**src/rtl/revo_link_pkg.sv**
```systemverilog
// Shared constants, state encoding and pattern helper for the revolution-marker link decoder.
`timescale 1ns/1ps
package revo_link_pkg;

   localparam int unsigned WORD_W  = 8;
   localparam int unsigned WIN_W   = 2 * WORD_W;
   localparam int unsigned PHASE_W = 3;
   localparam int unsigned NUM_P   = 1 << PHASE_W;
   localparam int unsigned CNT_W   = 4;
   localparam int unsigned ERR_W   = 8;
   localparam int unsigned GAP_W   = 8;

   localparam logic [WORD_W-1:0] WORD_NULL = 8'h00;
   localparam logic [WORD_W-1:0] WORD_TRG  = 8'hF0;
   localparam logic [WIN_W-1:0]  PATTERN16 = {WORD_TRG, WORD_NULL};

   typedef enum logic [1:0] {
      HUNT    = 2'd0,
      CONFIRM = 2'd1,
      LOCKED  = 2'd2,
      SLIP    = 2'd3
   } state_t;

   // Window contents expected when the revo word starts p bits late.
   function automatic logic [WIN_W-1:0] pattern_at(input logic [PHASE_W-1:0] p);
      return PATTERN16 >> p;
   endfunction

endpackage

```
**src/rtl/revo_pattern_match.sv**
```systemverilog
// Combinational search of the 16-bit window for the revo pattern at any of the 8 bit offsets.
`timescale 1ns/1ps
module revo_pattern_match
   import revo_link_pkg::*;
(
   input  logic [WIN_W-1:0]   w,
   output logic               match,
   output logic [PHASE_W-1:0] p,
   output logic               nonnull
);

   // The shifted patterns are mutually distinct, so at most one offset hits.
   always_comb begin
      match   = 1'b0;
      p       = '0;
      nonnull = (w[WORD_W-1:0] != WORD_NULL);
      for (int unsigned i = 0; i < NUM_P; i++) begin
         if (w == pattern_at(PHASE_W'(i))) begin
            match = 1'b1;
            p     = PHASE_W'(i);
         end
      end
   end

endmodule

```
**src/rtl/revo_word_decoder.sv**
```systemverilog
// Revo-marker word decoder: finds, confirms and locks the pattern offset, emits phase-tagged triggers.
// Optional bitslip alignment enabled by defining REVO_WORD_DECODER_BITSLIP_EN.
`timescale 1ns/1ps
module revo_word_decoder
   import revo_link_pkg::*;
#(
   parameter int unsigned CONFIRM_COUNT = 4,
   parameter int unsigned MAX_ERRORS    = 3,
   parameter int unsigned BITSLIP_GAP   = 4
) (
   input  logic               clock,
   input  logic               reset,
   input  logic [WORD_W-1:0]  word_in,
   output logic               trigger,
   output logic [PHASE_W-1:0] trigger_phase,
   output logic               locked,
   output logic [PHASE_W-1:0] offset,
   output logic [ERR_W-1:0]   error_count,
   output logic               bitslip
);

`ifdef REVO_WORD_DECODER_BITSLIP_EN
   localparam bit SLIP_EN = 1'b1;
`else
   localparam bit SLIP_EN = 1'b0;
`endif

   state_t               state_q, state_d;
   logic [WORD_W-1:0]    prev_word;
   logic                 pend_q, pend_d;
   logic [PHASE_W-1:0]   cand_q, cand_d;
   logic [CNT_W-1:0]     cnt_q, cnt_d;
   logic [CNT_W-1:0]     bad_q, bad_d;
   logic [PHASE_W-1:0]   offset_d;
   logic [PHASE_W-1:0]   slip_left_q, slip_left_d;
   logic [GAP_W-1:0]     gap_q, gap_d;
   logic                 trigger_d;
   logic [PHASE_W-1:0]   phase_d;
   logic                 locked_d;
   logic [ERR_W-1:0]     err_d;
   logic                 bitslip_d;

   logic                 match;
   logic [PHASE_W-1:0]   p;
   logic                 nonnull;
   logic                 illegal;
   logic                 do_lock;
   logic [PHASE_W-1:0]   lock_p;

   revo_pattern_match u_match (
      .w       ({prev_word, word_in}),
      .match   (match),
      .p       (p),
      .nonnull (nonnull)
   );

   // A non-null word is illegal only if neither its own cycle nor the next one matched.
   assign illegal = pend_q && !match && (state_q != SLIP);

   always_comb begin
      state_d     = state_q;
      pend_d      = nonnull && !match;
      cand_d      = cand_q;
      cnt_d       = cnt_q;
      bad_d       = bad_q;
      offset_d    = offset;
      slip_left_d = slip_left_q;
      gap_d       = gap_q;
      trigger_d   = 1'b0;
      phase_d     = '0;
      bitslip_d   = 1'b0;
      err_d       = error_count;
      do_lock     = 1'b0;
      lock_p      = '0;

      if (illegal && (error_count != {ERR_W{1'b1}})) begin
         err_d = error_count + ERR_W'(1);
      end

      case (state_q)
         HUNT: begin
            if (match) begin
               cand_d = p;
               cnt_d  = CNT_W'(1);
               if (CONFIRM_COUNT <= 1) begin
                  do_lock = 1'b1;
                  lock_p  = p;
               end else begin
                  state_d = CONFIRM;
               end
            end
         end
         CONFIRM: begin
            if (match) begin
               if (p == cand_q) begin
                  cnt_d = cnt_q + CNT_W'(1);
                  if (cnt_d == CNT_W'(CONFIRM_COUNT)) begin
                     do_lock = 1'b1;
                     lock_p  = cand_q;
                  end
               end else begin
                  cand_d = p;
                  cnt_d  = CNT_W'(1);
               end
            end else if (illegal) begin
               state_d = HUNT;
            end
         end
         LOCKED: begin
            if (match && (p == offset)) begin
               trigger_d = 1'b1;
               phase_d   = p;
               bad_d     = '0;
            end else if (match || illegal) begin
               bad_d = bad_q + CNT_W'(1);
               if (bad_d == CNT_W'(MAX_ERRORS)) begin
                  state_d = HUNT;
                  bad_d   = '0;
               end
            end
         end
         SLIP: begin
            // Words arriving while the deserializer is being shifted carry no meaning.
            pend_d = 1'b0;
            if (gap_q != '0) begin
               gap_d = gap_q - GAP_W'(1);
            end else if (slip_left_q != '0) begin
               bitslip_d   = 1'b1;
               slip_left_d = slip_left_q - PHASE_W'(1);
               gap_d       = GAP_W'(BITSLIP_GAP);
            end else begin
               state_d  = HUNT;
               offset_d = '0;
            end
         end
         default: state_d = HUNT;
      endcase

      if (do_lock) begin
         offset_d = lock_p;
         bad_d    = '0;
         if (SLIP_EN && (lock_p != '0)) begin
            state_d     = SLIP;
            slip_left_d = lock_p;
            gap_d       = '0;
         end else begin
            state_d = LOCKED;
         end
      end

      locked_d = (state_d == LOCKED);
   end

   always_ff @(posedge clock or posedge reset) begin
      if (reset) begin
         state_q       <= HUNT;
         prev_word     <= '0;
         pend_q        <= 1'b0;
         cand_q        <= '0;
         cnt_q         <= '0;
         bad_q         <= '0;
         slip_left_q   <= '0;
         gap_q         <= '0;
         trigger       <= 1'b0;
         trigger_phase <= '0;
         locked        <= 1'b0;
         offset        <= '0;
         error_count   <= '0;
         bitslip       <= 1'b0;
      end else begin
         state_q       <= state_d;
         prev_word     <= word_in;
         pend_q        <= pend_d;
         cand_q        <= cand_d;
         cnt_q         <= cnt_d;
         bad_q         <= bad_d;
         slip_left_q   <= slip_left_d;
         gap_q         <= gap_d;
         trigger       <= trigger_d;
         trigger_phase <= phase_d;
         locked        <= locked_d;
         offset        <= offset_d;
         error_count   <= err_d;
         bitslip       <= bitslip_d;
      end
   end

endmodule

```
**config.mk**
```make
export PLATFORM = sky130hd
export DESIGN_NAME = revo_word_decoder
export DESIGN_NICKNAME = d
export VERILOG_FILES = /design/src/rtl/revo_link_pkg.sv /design/src/rtl/revo_pattern_match.sv /design/src/rtl/revo_word_decoder.sv
export SDC_FILE = /design/constraint.sdc
export NUM_CORES = 1
export LEC_CHECK = 0
export BUFFER_PORTS_ARGS = -buffer_cell sky130_fd_sc_hd__clkbuf_2
export CORE_ASPECT_RATIO = 0.75
export CORE_UTILIZATION = 37
export CTS_BUF_LIST = sky130_fd_sc_hd__clkbuf_8 sky130_fd_sc_hd__clkbuf_16
export CTS_CLUSTER_SIZE = 25
export DETAILED_ROUTE_END_ITERATION = 10
export PLACE_DENSITY = 0.5
export RECOVER_POWER = 25
export REMOVE_ABC_BUFFERS = 1
export SKIP_CTS_REPAIR_TIMING = 1
export SLEW_MARGIN = 30
export SYNTH_ARGS = -nofsm -noshare
export SYNTH_HDL_FRONTEND = slang
export SYNTH_SLANG_ARGS = --single-unit
```
**constraint.sdc**
```tcl
create_clock -name clock -period 3 [get_ports clock]
set_input_delay 0.3 -clock clock [delete_from_list [all_inputs] [get_ports clock]]
set_output_delay 0.3 -clock clock [all_outputs]
set_load 0.02 [all_outputs]
```
==> flow_metrics.env <==
export IMPL_run_status="finished, violations left"
export IMPL_violations="capacitance limit, slew limit"
export IMPL_placed_cell_area_sq_mm=0.002890
export IMPL_start_util_pct=38.46
export IMPL_synth_xor_area_share_pct=7.333
export IMPL_powerDensity_mw_per_mm2=508.9
export IMPL_routed_via_density=5.137
export IMPL_clk_pin_slew_ns=0.09
export IMPL_hold_class="input pin to flip-flop"
export IMPL_dieHeight_um=74.98
export IMPL_grt_pass1_wl_um=9149
export IMPL_critPathKind="flip-flop to flip-flop"
export IMPL_antenna_cells=0
export IMPL_synth_edff_count=0
export IMPL_max_freq_mhz=369.4
export IMPL_drc=0
export IMPL_cts_tree="yes"
export IMPL_stdcell_area_sq_mm=0.002988
export IMPL_synth_area_leaders="dfrtp_1 (48%), ha_1 (4.3%), xnor2_1 (4.0%)"
export IMPL_rows=26
export IMPL_period_needed_ns=2.707
export IMPL_clk_latency_ns=0.30
export IMPL_dr_pass1_iters=4
export IMPL_avgRoutedWirePerCell_um=14.23
export IMPL_vias=1916
export IMPL_drive_gt1_share_pct=15.57
export IMPL_p_switching_uw=444.0
export IMPL_max_cap_violations=1
export IMPL_finalCritPeriodShare_pct=90.23
export IMPL_synth_cell_types=54
export IMPL_wirelength_um=5307
export IMPL_dieArea_sq_mm=0.007446
export IMPL_crit_chain="nor4b_1, and4b_1, o2bb2ai_1, a2bb2o_1, or4_1, a22oi_1, nor2_1"
export IMPL_endpoint_kind="flip-flop"
export IMPL_max_slew_margin_rel_pct=-16.36
export IMPL_seqPwrFrac_pct=52.8
export IMPL_grt_ovfl_total=0
export IMPL_finalMaxSlewViolations=40
export IMPL_worstMarginPinSlew_ns=1.736
export IMPL_p_int_uw=1077
export IMPL_rsz0062_at_grt="no"
export IMPL_fin_cells=373
export IMPL_grt_pass1_vias=1841
export IMPL_hold_viol=0
export IMPL_crit_slowest_cell="or4_1"
export IMPL_sw_frac_of_total_pct=29.20
export IMPL_netlist_instances=252
export IMPL_die_w_um=99.31
export IMPL_htreeDepth=2
export IMPL_yosysWarnings=0
export IMPL_final_common_cell="dfrtp_1"
export IMPL_dp_hpwl_um=3921
export IMPL_cts_buffer_depth=2
export IMPL_cts_buffers=5
export IMPL_power_leakage_uw=0.001335
export IMPL_clkPwrFrac_pct=30.8
export IMPL_ios=27
export IMPL_ant_nets=0
export IMPL_layout_common_cells="dfrtp_1 (50), nand2_1 (24), nor2_1 (20), clkbuf_2 (18), inv_1 (13)"
export IMPL_syn_to_final_growth_pct=13.71
export IMPL_synth_compound_area_share_pct=11.57
export IMPL_setup_viol=0
export IMPL_antenna_found_initial=0
export IMPL_track_usage_pct=15.87
export IMPL_nets=307
export IMPL_ctsRootBufferMaster="clkbuf_8"
export IMPL_grt_max_degree=40
export IMPL_synthAdderAreaFrac_pct=4.286
export IMPL_clock_skew_final_ns=0.006294
export IMPL_avgSynthCellArea_sq_um=10.43
export IMPL_placedCellCount=365
export IMPL_final_fill_count=674
export IMPL_peakVddDrop_v=0.0002079
export IMPL_routabilityCongestion=0.8889
export IMPL_drtIter0Drc=76
export IMPL_clkSinkCount=50
export IMPL_synth_area_sq_mm=0.002628
export IMPL_p_comb_share_pct=16.5
export IMPL_worst_ep_required_time_ns=3.20
export IMPL_yosysTopAreaCell="dfrtp_1"
export IMPL_crit_path_start_kind="flip-flop"
export IMPL_synth_seq_cells=50
export IMPL_ys_async_sr_fraction_pct=100.0
export IMPL_cp_max_fo=5
export IMPL_synthSimpleGateAreaFrac_pct=24.10
export IMPL_slowest_delay_ns=0.56
export IMPL_fin_setup_tns_ns=0
export IMPL_synth_top_family_by_area="simple AND/OR/NAND/NOR gates"
export IMPL_cp_arrival_ns=2.90
export IMPL_synthMuxAreaShare_pct=2.714
export IMPL_core_sq_mm=0.006832
export IMPL_synth_flop_cell="dfrtp_1"
export IMPL_port_buffer_count=26
export IMPL_ys_seq_area_share_pct=47.62
export IMPL_synth_top_area_share_pct=47.62
[synthesized netlist by cell type, types with 3 or more instances]
master and instances:
a21o_1 3, o21ai_0 12, nand4_1 5, nand2b_1 3, or3_1 3, ha_1 9
nand3_1 6, nor2_1 20, a22oi_1 3, xor2_1 10, a21oi_1 8, nand2_1 24
xnor2_1 12, nor2b_1 4, nor4b_1 4, and2_1 5, inv_1 12, nor3_1 10
mux2i_1 6, dfrtp_1 50
[registers in the layout, indices dropped and copies added (netlist names)]
name and count:
bad_q 4, bitslip 1, cand_q 3, cnt_q 4, error_count 8, gap_q 8
locked 1, offset 3, pend_q 1, prev_word 8, slip_left_q 3, state_q 2
trigger 1, trigger_phase 3
[power groups by stage]
stage	clock, uW	combinational, uW	sequential (uW)
finish	468	250	802
global placement	0	255	814
detailed placement	0	259	813
global route	507	279	814
floorplan	0	114	861
CTS	483	257	802
[path summary, 6_finish.rpt]
kind                            cells after the start            from  slack (ns)              to
worst max-delay path                                7    prev_word[7]        0.29        bad_q[1]
worst min-delay path                                1      word_in[0]        0.15    prev_word[0]
min in group asynchronous                           2           reset        0.39  error_count[0]
worst max register to register                      7    prev_word[7]        0.29        bad_q[1]
max in group asynchronous                           2           reset        1.80        cnt_q[1]
worst min register to register                      1  slip_left_q[2]        0.49  slip_left_q[2]
[kinds of logic after synthesis]
family | Yosys count
compound gates | 44
xor+xnor | 22
fa+ha+maj | 9
buf+inv | 15
flops | 50
mux | 7
simple gates | 105
[stage by stage]
stage	hold slack, ns	util (%)	worst slack, ns	power (uW)
after floorplan	0.3314	-	0.6387	974.3
after global placement	0.4575	42.31	0.2136	1069
after detailed placement	0.4599	42.31	0.2249	1071
after CTS	0.1312	43.86	0.3264	1541
after global routing	0.1402	43.74	0.1339	1599
final	0.1523	43.74	0.2932	1521
[layout make-up]
| type | count | area (sq um) | area share (%) |
|---|---|---|---|
| Multi-Input combinational cell | 187 | 1314 | 43.97 |
| Sequential cell | 50 | 1251 | 41.88 |
| Timing Repair Buffer | 32 | 165.2 | 5.528 |
| Tap cell | 84 | 105.1 | 3.518 |
| Clock buffer | 5 | 68.82 | 2.303 |
| Inverter | 12 | 46.29 | 1.549 |
| Clock inverter | 3 | 37.54 | 1.256 |
[critical path, delay by kind of cell, from the launching register on]
kind            cells  cell delay [ns]
simple gates        4             1.40
compound gates      3             0.75
flops               1             0.45
[routing by layer]
| layer | part of all wire, % | track usage [%] | vias up |
|---|---|---|---|
| met4 | 0.62 | 3.431 | 0 |
| met1 | 57 | 24.40 | 910 |
| li1 | - | - | 975 |
| met2 | 40 | 22.76 | 27 |
| met3 | 2.8 | 3.528 | 4 |
| met5 | 0 | 0 | - |
(Power assumes the default switching activity.)
